==> src/rtl/cronometro_pkg.sv <==
// Shared state encodings and BCD limits for the stopwatch sequencing controller.
package cronometro_pkg;

    localparam int BCD_W = 4;

    localparam logic [BCD_W-1:0] UNITS_MAX = 4'd9;
    localparam logic [BCD_W-1:0] TENS_MAX  = 4'd5;
    localparam logic [BCD_W-1:0] MIN_MAX   = 4'd9;

    typedef enum logic [1:0] {
        ST_IDLE  = 2'b00,
        ST_RUN   = 2'b01,
        ST_PAUSE = 2'b10,
        ST_DONE  = 2'b11
    } state_t;

    // A preset is loadable only if every digit is a legal BCD value for its position.
    function automatic logic bcd_preset_ok(input logic [BCD_W-1:0] u,
                                           input logic [BCD_W-1:0] t,
                                           input logic [BCD_W-1:0] m);
        return (u <= UNITS_MAX) && (t <= TENS_MAX) && (m <= MIN_MAX);
    endfunction

endpackage

==> src/rtl/tick_prescaler.sv <==
// Count-tick prescaler: counts 0..TICK_DIV-1 while enabled, holds otherwise, synchronous zero.
module tick_prescaler #(
    parameter int TICK_DIV = 50_000_000
) (
    input  logic clk,
    input  logic rst,
    input  logic i_en,
    input  logic i_zero,
    output logic o_term
);

    localparam int            CW   = $clog2(TICK_DIV);
    localparam logic [CW-1:0] TERM = CW'(TICK_DIV - 1);

    logic [CW-1:0] r_cnt;

    always_ff @(posedge clk or posedge rst) begin
        if (rst) begin
            r_cnt <= '0;
        end else if (i_zero) begin
            r_cnt <= '0;
        end else if (i_en) begin
            r_cnt <= (r_cnt == TERM) ? '0 : r_cnt + 1'b1;
        end
    end

    assign o_term = (r_cnt == TERM);

endmodule

==> src/rtl/cronometro_ctrl.sv <==
// Stopwatch sequencing controller: tick generation, start/pause/reset/load FSM and digit strobes.
// Optional lap-hold display feature compiled in with CRONOMETRO_CTRL_LAP_EN.
module cronometro_ctrl
    import cronometro_pkg::*;
#(
    parameter int TICK_DIV = 50_000_000
) (
    input  logic       clk,
    input  logic       rst,
    input  logic       btn_ss,
    input  logic       btn_reset,
    input  logic       btn_load,
    input  logic       btn_lap,
    input  logic [3:0] preset_u,
    input  logic [3:0] preset_t,
    input  logic [3:0] preset_m,
    input  logic [3:0] q_u,
    input  logic [3:0] q_t,
    input  logic [3:0] q_m,
    output logic       tick,
    output logic [3:0] pre_u,
    output logic [3:0] pre_t,
    output logic [3:0] pre_m,
    output logic [3:0] clr_u,
    output logic [3:0] clr_t,
    output logic [3:0] clr_m,
    output logic [1:0] state,
    output logic       limit,
    output logic       load_err,
    output logic [3:0] disp_u,
    output logic [3:0] disp_t,
    output logic [3:0] disp_m,
    output logic       lap_active
);

    state_t     r_state;
    state_t     w_state_nxt;
    logic       r_tick;
    logic       r_limit;
    logic       r_load_err;
    logic [3:0] r_pre_u, r_pre_t, r_pre_m;
    logic [3:0] r_clr_u, r_clr_t, r_clr_m;
    logic [3:0] r_disp_u, r_disp_t, r_disp_m;

    logic w_term;
    logic w_at_max;
    logic w_preset_ok;
    logic w_clr;
    logic w_load;
    logic w_err;
    logic w_tick;
    logic w_limit;
    logic w_zero;
    logic w_en;
    logic w_lap_tgl;
    logic w_release;

    function automatic logic [3:0] pre_bits(input logic load, input logic [3:0] p);
        return load ? p : 4'h0;
    endfunction

    // Clear dominates; a load drives the complement so each bit is either preset or cleared.
    function automatic logic [3:0] clr_bits(input logic clr, input logic load, input logic [3:0] p);
        return clr ? 4'hF : (load ? ~p : 4'h0);
    endfunction

    tick_prescaler #(
        .TICK_DIV (TICK_DIV)
    ) u_prescaler (
        .clk    (clk),
        .rst    (rst),
        .i_en   (w_en),
        .i_zero (w_zero),
        .o_term (w_term)
    );

    assign w_at_max    = (q_m == MIN_MAX) && (q_t == TENS_MAX) && (q_u == UNITS_MAX);
    assign w_preset_ok = bcd_preset_ok(preset_u, preset_t, preset_m);
    assign w_release   = w_clr || w_limit;

    always_comb begin
        w_state_nxt = r_state;
        w_clr       = 1'b0;
        w_load      = 1'b0;
        w_err       = 1'b0;
        w_tick      = 1'b0;
        w_limit     = 1'b0;
        w_zero      = 1'b0;
        w_en        = 1'b0;
        w_lap_tgl   = 1'b0;
        case (r_state)
            ST_IDLE: begin
                if (btn_reset) begin
                    w_clr = 1'b1;
                end else if (btn_ss) begin
                    w_state_nxt = ST_RUN;
                    w_zero      = 1'b1;
                end else if (btn_load) begin
                    w_load = w_preset_ok;
                    w_err  = !w_preset_ok;
                end
            end
            ST_RUN: begin
                if (btn_reset) begin
                    w_clr       = 1'b1;
                    w_zero      = 1'b1;
                    w_state_nxt = ST_IDLE;
                end else if (btn_ss) begin
                    // Prescaler is frozen on the pause edge so resume continues from this value.
                    w_state_nxt = ST_PAUSE;
                end else begin
                    w_en      = 1'b1;
                    w_lap_tgl = btn_lap;
                    if (w_term) begin
                        if (w_at_max) begin
                            w_limit     = 1'b1;
                            w_state_nxt = ST_DONE;
                        end else begin
                            w_tick = 1'b1;
                        end
                    end
                end
            end
            ST_PAUSE: begin
                if (btn_reset) begin
                    w_clr       = 1'b1;
                    w_zero      = 1'b1;
                    w_state_nxt = ST_IDLE;
                end else if (btn_ss) begin
                    w_state_nxt = ST_RUN;
                end else if (btn_load) begin
                    w_load = w_preset_ok;
                    w_err  = !w_preset_ok;
                end else begin
                    w_lap_tgl = btn_lap;
                end
            end
            ST_DONE: begin
                if (btn_reset) begin
                    w_clr       = 1'b1;
                    w_zero      = 1'b1;
                    w_state_nxt = ST_IDLE;
                end
            end
            default: begin
                w_state_nxt = ST_IDLE;
            end
        endcase
    end

    always_ff @(posedge clk or posedge rst) begin
        if (rst) begin
            r_state    <= ST_IDLE;
            r_tick     <= 1'b0;
            r_limit    <= 1'b0;
            r_load_err <= 1'b0;
            r_pre_u    <= 4'h0;
            r_pre_t    <= 4'h0;
            r_pre_m    <= 4'h0;
            r_clr_u    <= 4'h0;
            r_clr_t    <= 4'h0;
            r_clr_m    <= 4'h0;
        end else begin
            r_state    <= w_state_nxt;
            r_tick     <= w_tick;
            r_limit    <= w_limit;
            r_load_err <= w_err;
            r_pre_u    <= pre_bits(w_load, preset_u);
            r_pre_t    <= pre_bits(w_load, preset_t);
            r_pre_m    <= pre_bits(w_load, preset_m);
            r_clr_u    <= clr_bits(w_clr, w_load, preset_u);
            r_clr_t    <= clr_bits(w_clr, w_load, preset_t);
            r_clr_m    <= clr_bits(w_clr, w_load, preset_m);
        end
    end

`ifdef CRONOMETRO_CTRL_LAP_EN
    logic r_lap;
    logic w_hold_keep;

    // The display registers double as the held digits: they stop following q while held.
    assign w_hold_keep = r_lap && !w_release && !w_lap_tgl;

    always_ff @(posedge clk or posedge rst) begin
        if (rst) begin
            r_lap    <= 1'b0;
            r_disp_u <= 4'h0;
            r_disp_t <= 4'h0;
            r_disp_m <= 4'h0;
        end else begin
            if (w_release) begin
                r_lap <= 1'b0;
            end else if (w_lap_tgl) begin
                r_lap <= !r_lap;
            end
            if (!w_hold_keep) begin
                r_disp_u <= q_u;
                r_disp_t <= q_t;
                r_disp_m <= q_m;
            end
        end
    end

    assign lap_active = r_lap;
`else
    logic w_unused_lap;

    always_ff @(posedge clk or posedge rst) begin
        if (rst) begin
            r_disp_u <= 4'h0;
            r_disp_t <= 4'h0;
            r_disp_m <= 4'h0;
        end else begin
            r_disp_u <= q_u;
            r_disp_t <= q_t;
            r_disp_m <= q_m;
        end
    end

    assign lap_active   = 1'b0;
    assign w_unused_lap = ^{btn_lap, w_lap_tgl, w_release};
`endif

    assign state    = r_state;
    assign tick     = r_tick;
    assign limit    = r_limit;
    assign load_err = r_load_err;
    assign pre_u    = r_pre_u;
    assign pre_t    = r_pre_t;
    assign pre_m    = r_pre_m;
    assign clr_u    = r_clr_u;
    assign clr_t    = r_clr_t;
    assign clr_m    = r_clr_m;
    assign disp_u   = r_disp_u;
    assign disp_t   = r_disp_t;
    assign disp_m   = r_disp_m;

endmodule
==> config.mk <==
export PLATFORM = sky130hd
export DESIGN_NAME = cronometro_ctrl
export DESIGN_NICKNAME = d
export VERILOG_FILES = /design/src/rtl/cronometro_pkg.sv /design/src/rtl/tick_prescaler.sv /design/src/rtl/cronometro_ctrl.sv
export SDC_FILE = /design/constraint.sdc
export NUM_CORES = 1
export LEC_CHECK = 0
export BUFFER_PORTS_ARGS = -buffer_cell sky130_fd_sc_hd__buf_2
export CORE_ASPECT_RATIO = 0.8
export CORE_MARGIN = 1.5
export CORE_UTILIZATION = 26
export CTS_CLUSTER_DIAMETER = 30
export DETAILED_ROUTE_END_ITERATION = 6
export GPL_TIMING_DRIVEN = 0
export PLACE_DENSITY = 0.46
export SLEW_MARGIN = 20
export SYNTH_ARGS = -nofsm -noshare
export SYNTH_HDL_FRONTEND = slang
export SYNTH_SLANG_ARGS = --single-unit
==> constraint.sdc <==
create_clock -name clk -period 5.9 [get_ports clk]
set_input_delay 0.59 -clock clk [delete_from_list [all_inputs] [get_ports clk]]
set_output_delay 0.59 -clock clk [all_outputs]
set_load 0.02 [all_outputs]
==> flow_summary_export.csv, run 1 <==
group,metric,value,unit
route,vias,2480,
critical_path,crit_top_cell,"buf_2",
synth,ys_warn_count,0,
clocking,cts_resized,0,
synth,ys_ff_latch,67,
route,first_iter_violations,136,
floorplanning,initial_core_util,27.2,%
final_layout,final_nets,381,
global_routing,grt_max_degree,55,
timing,max_freq,0.408,GHz
synth,syn_inst,269,
route,drt-pass1-iter-count,4,
route,routed_wl,7.63,mm
timing,relSlewSlack,28.8,%
critical_path,cp-startpoint,"state[0]",
clocking,htree_levels,3,
global_routing,antenna_found_initial,0,
synth,ys_top_cells_by_count,"dfrtp_1, a211oi_1, and3_1",
timing,rsz0062_at_grt,"false",
clocking,cts_tree,"built",
floorplanning,core,0.0111,mm²
critical_path,r2r_start,"state[0]",
timing,setup_violations,0,
clocking,cts_root_buf,"clkbuf_16",
place,post-dp-hpwl,5.47,mm
synth,syn_area,0.00301,mm²
critical_path,cpPeakStageDelay,0.46,ns
critical_path,critPathKind,"flop to flop",
final_layout,final_cells,499,
timing,maxSlewViolCount,0,
synth,synth_top_area_share,55.7,%
pwr,p_leak,1.70,nW
synth,synth.area.top_cells,"dfrtp_1, a211oi_1, o31ai_1, or4_1, o21bai_1",
synth,dominantRegCellSynth,"dfrtp_1",
synth,synth_top_area_cell,"dfrtp_1",
floorplanning,rows,34,
critical_path,endpoint_kind,"flop",
flow_run,max-cap-violations,0,
route,postRouteAntennaNets,0,
timing,clock-skew-final,0.00491,ns
clocking,numCtsBuffers,9,
global_routing,grt_pass1_wl,12.5,mm
critical_path,cp_data_arrival_time,2.69,ns
clocking,post_cts_buffers,0,
outcome,status,"complete, no violations",
pwr,power_density,286,mW/mm²
clocking,cts_sinks,67,
synth,synth_edf_count,0,
final_layout,fin_util,35.0,%
global_routing,grt_util_all_layers,13.2,%
critical_path,ff2ff_setup_slack,3.45,ns
clocking,cts.clk_slew.worst_paths,0.06,ns
critical_path,worst_path_max_delay_cell,"clkbuf_1",
global_routing,grt_overflow_total,0,
place,io_buffers,68,
synth,ys_seq_area_share,55.7,%
critical_path,worstPathRequired,6.14,ns
synth,yosysUniqueCellTypes,45,
timing,setup_tns,0,ns
route,wl_per_cell,15.3,µm
final_layout,syn2layout_area_growth,28.5,%
final_layout,nFillCells,1123,
clocking,clk_latency,0.33,ns
synth,synth.most_common_cell,"dfrtp_1",
final_layout,drive_gt1_share,27.9,%
place,gp_congestion,0.744,
floorplanning,die_area,0.0122,mm²
timing,hold_viol_final,0,
floorplanning,die_height,99.2,µm
pwr,ir_drop,0.000116,V
floorplanning,fp.dieW,123,µm
route,route.detailed.drc,0,
global_routing,grt_pass1_vias,2380,
synth,syn_avg_cell_area,11.2,µm²
critical_path,start_kind,"flop",
timing,tightest_slew,1.06,ns
timing,post-route-period-util,41.6,%
final_layout,n_antenna_cell,0,
floorplanning,io_pins,72,
min_path,hold_path_class,"input pin to asynchronous set/reset pin",
synth,async_reset_ff_share,100,%
clocking,cts.path.max_buffers,2,
timing,period_needed,2.45,ns
clocking,cts_hold_buf,0,
critical_path,crit_fanout,10,
critical_path,rr_endpoint,"u_prescaler.r_cnt[5]",
route,drt-vias-per-instance,4.97,
critical_path,worstPathCellList,"buf_2, o21a_1, o311ai_1, buf_2, clkbuf_1, o21ai_0, a211oi_1",
pwr,total_power,1.11,mW
critical_path,rr_worst_depth,7,
place,placed_cells_incl_taps,483,
## metal layers
| layer | wire length (µm) | vias up | GRT usage (%) |
|---|---|---|---|
| met1 | 3860 | 1220 | 19.4 |
| li1 | - | 1196 | - |
| met3 | 361 | 9 | 4.07 |
| met2 | 3320 | 55 | 18.8 |
| met5 | 0 | - | 0 |
| met4 | 85 | 0 | 3.45 |
## flip-flops by register name, summed over array words and instances (netlist names)
name / flops
disp_t: 4
disp_m: 4
load_err: 1
u_prescaler.r_cnt: 26
pre_u: 4
clr_m: 4
limit: 1
pre_t: 4
clr_u: 4
state: 2
disp_u: 4
pre_m: 4
tick: 1
clr_t: 4
## layout make-up
class | count | area (µm²) | area share [%]
Timing Repair Buffer | 69 | 368 | 9.51
Sequential cell | 67 | 1680 | 43.3
Clock buffer | 10 | 239 | 6.18
Clock inverter | 6 | 65.1 | 1.68
Tap cell | 144 | 180 | 4.66
Buffer | 19 | 91.3 | 2.36
Inverter | 7 | 28.8 | 0.744
Multi-Input combinational cell | 177 | 1220 | 31.5
## critical path: cells and delay by family (launching register included)
family | cells | cell delay [ns]
AO/OA/AOI/OAI | 4 | 1.04
buffers and inverters | 3 | 0.95
flip-flops | 1 | 0.37
## cell usage in the layout (no fill, tap or decap), drive strengths merged, types with 3 or more instances in the layout
cell type	Yosys	final
inv	7	7
dfrtp	67	67
nor4	5	5
clkbuf	11	21
mux2i	5	5
nor4bb	5	5
clkinv	0	4
o21bai	11	11
nand4	8	8
nor2	7	7
o211ai	5	5
nor3b	3	3
a211oi	19	19
o31ai	12	12
or3	11	11
or4	12	12
a21oi	3	3
nor3	6	6
nand3	7	7
and3	13	13
buf	8	77
nand2	11	11
and4	5	5
o21ai	9	9
## power by group
part	switching [mW]	leakage [nW]	total, mW	internal [mW]
logic	0.0584	0.677	0.0880	0.0296
registers	0.00357	0.875	0.475	0.471
clock network	0.207	0.148	0.545	0.338
## how the worst max path moves through the flow
stage	end	slack, ns	depth (start not counted)
final	u_prescaler.r_cnt[5]	3.45	7
after global placement	disp_u[0]	2.66	2
after detailed placement	u_prescaler.r_cnt[15]	3.30	7
after CTS	u_prescaler.r_cnt[7]	3.42	7
after floorplan	clr_m[0]	3.63	1
after global routing	u_prescaler.r_cnt[5]	3.22	7
## through the flow
step / cell area (µm²) / hold WS (ns) / worst slack [ns]
2_1_floorplan: 3010 / 0.483 / 3.63
3_3_place_gp: 3530 / 0.516 / 2.66
3_5_place_dp: 3560 / 0.511 / 3.30
6_report: 3870 / 0.178 / 3.45
4_1_cts: 3870 / 0.174 / 3.42
5_1_grt: 3870 / 0.186 / 3.22
## kinds of logic (layout without fill, tap and decap cells)
kind of cell,count (synthesis),count (layout),share of synthesized area [%]
XOR/XNOR,1,1,0.291
multiplexers,5,5,1.66
other,1,2,0.125
adder cells (fa/ha/maj),1,1,0.416
AND/OR/NAND/NOR,103,103,22.1
buffers and inverters,26,111,3.91
AO/OA/AOI/OAI,65,65,15.8
flip-flops,67,67,55.7
No activity file was read; power rests on OpenSTA's default activity.
==> inputs of run 2 (changes only) <==
- ABC_AREA: unset -> 1
- PLACE_DENSITY: 0.46 -> 0.47
- clock period: 5.9 -> 2 ns (I/O delays scaled with it)
==> run 2 against run 1 <==
Compared with the run above: die area up 3.2%; critical path depth grew 2; clock power grew to 2.9 times the previous value; setup slack lost 3.1 ns; via count is 5.6% higher; largest power group unchanged.
==> flow_summary_export.csv, run 2 <==
group,metric,value,unit
timing,hold_ws,0.0541,ns
critical_path,worstPathRequired,2.22,ns
route,first_iter_violations,131,
critical_path,start_kind,"flop",
critical_path,worst_path_max_delay_cell,"dfrtp_1",
global_routing,grt_pass1_vias,2620,
route,postRouteAntennaNets,0,
synth,synth.most_common_cell,"nand2_1",
final_layout,largest_reg_flops,26,
timing,maxSlewViolCount,0,
global_routing,grt_overflow_total,0,
timing,max_freq,0.602,GHz
critical_path,path_delay_family,"simple AND/OR/NAND/NOR gates",
final_layout,fin_util,35.4,%
final_layout,largest_register,"u_prescaler.r_cnt",
critical_path,cp_data_arrival_time,1.88,ns
final_layout,syn2layout_area_growth,32.0,%
floorplanning,initial_core_util,26.8,%
pwr,p_leak,2.09,nW
route,drt-pass1-iter-count,4,
final_layout,n_antenna_cell,0,
clocking,clk_latency,0.34,ns
place,gp_congestion,0.820,
floorplanning,die_area,0.0126,mm²
min_path,hold_path_class,"input pin to flop",
synth,syn_area,0.00311,mm²
clocking,numCtsBuffers,9,
synth,ys_warn_count,0,
final_layout,fin_area,0.00411,mm²
route,drt-vias-per-instance,4.22,
synth,ys_top_cells_by_count,"nand2_1, dfrtp_1, nor2_1",
route,vias,2620,
floorplanning,die_height,101,µm
final_layout,mostFrequentLayoutCells,"nand2_1, buf_2, nor2_1, dfrtp_1, inv_1",
synth,ys_ff_latch,67,
timing,hold_viol_final,0,
place,placed_cell_area,0.00367,mm²
flow_run,max-cap-violations,0,
floorplanning,fp.dieW,125,µm
clocking,post_cts_buffers,0,
synth,synth_edf_count,0,
timing,rsz0062_at_grt,"false",
synth,ys_seq_area_share,53.9,%
route,route.detailed.drc,0,
final_layout,final_nets,499,
global_routing,grt_max_degree,50,
final_layout,nFillCells,1204,
critical_path,endpoint_kind,"flop",
synth,syn_avg_cell_area,8.34,µm²
synth,synth_top_area_share,53.9,%
floorplanning,rows,35,
clocking,cts.clk_slew.worst_paths,0.06,ns
place,io_buffers,69,
synth,synth_top_area_cell,"dfrtp_1",
global_routing,antenna_found_initial,0,
synth,async_reset_ff_share,100,%
clocking,htree_levels,3,
critical_path,crit_fanout,10,
route,routed_wl,7.84,mm
pwr,power_density,839,mW/mm²
floorplanning,core,0.0116,mm²
route,wl_per_cell,12.6,µm
synth,yosysUniqueCellTypes,34,
outcome,status,"complete, no violations",
clocking,cts.path.max_buffers,2,
synth,syn_inst,373,
timing,post-route-period-util,83.1,%
global_routing,grt_pass1_wl,13.2,mm
clocking,cts_sinks,67,
final_layout,layout.cells.most_common,"nand2_1",
timing,setup_violations,0,
pwr,ir_drop,0.000501,V
synth,synth.area.top_cells,"dfrtp_1, nand2_1, nor2_1, inv_1, nand3_1",
final_layout,drive_gt1_share,25.2,%
clocking,cts_root_buf,"clkbuf_16",
critical_path,worstPathCellList,"ha_1, inv_2, nor2_4, nand2_1, nor2_2, nand3_4, nand2_4, buf_6, nor2_1",
place,post-dp-hpwl,5.97,mm
critical_path,cp.buffers_inverters,2,
timing,setup_tns,0,ns
clocking,cts_tree,"built",
critical_path,critPathKind,"flop to flop",
synth,dominantRegCellSynth,"dfrtp_1",
clocking,cts_resized,0,
global_routing,grt_util_all_layers,13.6,%
timing,period_needed,1.66,ns
floorplanning,io_pins,72,
timing,clock-skew-final,0.00567,ns
critical_path,cpPeakStageDelay,0.39,ns
## run 2: area by class of cell
| class | instances | area [µm²] | share of cell area [%] |
|---|---|---|---|
| plain buffers | 7 | 51.3 | 1.25 |
| multi-input cells | 242 | 1170 | 28.5 |
| inverters | 58 | 220 | 5.36 |
| clock inverters | 7 | 75.1 | 1.83 |
| well taps | 148 | 185 | 4.51 |
| repair buffers | 83 | 503 | 12.3 |
| flip-flops and latches | 67 | 1680 | 40.8 |
| clock buffers | 9 | 225 | 5.49 |
## run 2: final timing paths
| check | start | end | slack [ns] | depth (start not counted) |
|---|---|---|---|---|
| setup reg to reg | u_prescaler.r_cnt[0] | u_prescaler.r_cnt[12] | 0.34 | 9 |
| min in group asynchronous | rst | clr_t[1] | 0.36 | 3 |
| hold / removal | preset_t[0] | clr_t[0] | 0.05 | 2 |
| max in group asynchronous | rst | u_prescaler.r_cnt[15] | 1.12 | 4 |
| setup / recovery | u_prescaler.r_cnt[0] | u_prescaler.r_cnt[12] | 0.34 | 9 |
| hold reg to reg | u_prescaler.r_cnt[22] | u_prescaler.r_cnt[22] | 0.53 | 2 |
## run 2: per-stage QoR
step	setup WS, ns	power [mW]	cells
after detailed placement	0.333	1.87	592
after global routing	0.162	3.61	621
final	0.339	3.44	621
after global placement	-0.861	1.85	591
after floorplan	0.117	1.72	374
after CTS	0.324	3.50	621
## run 2: layer usage
metal / share of wire, % / track usage (%)
met3: 3.4 / 3.98
met2: 44 / 20.5
met1: 51 / 18.6
met5: 0 / 0
met4: 1.4 / 4.72
## run 2: cells by family (layout without fill, tap and decap cells)
group                      after synthesis  in the layout  share of synthesized area (%)
AOI/OAI and AO/OA                       28             28                           4.95
buffers and inverters                   65            164                           8.65
other                                    1              2                          0.121
and+or+nand+nor                        202            202                           29.4
adders and majority gates                1              1                          0.402
DFF                                     67             67                           53.9
xor gates and xnor gates                 9              9                           2.53
## run 2: where the power goes
group | internal, mW | total [mW] | leakage [nW] | switching (mW)
Combinational | 0.144 | 0.402 | 1.08 | 0.258
Sequential | 1.41 | 1.45 | 0.873 | 0.0404
Clock | 0.970 | 1.59 | 0.138 | 0.617
Total | 2.53 | 3.44 | 2.09 | 0.916
## run 2: what timing repair did
| action | in CTS | in global routing |
|---|---|---|
| setup endpoints to repair | 0 | 0 |
| hold buffers | 13 | 0 |
| hold endpoints to repair | 30 | 0 |
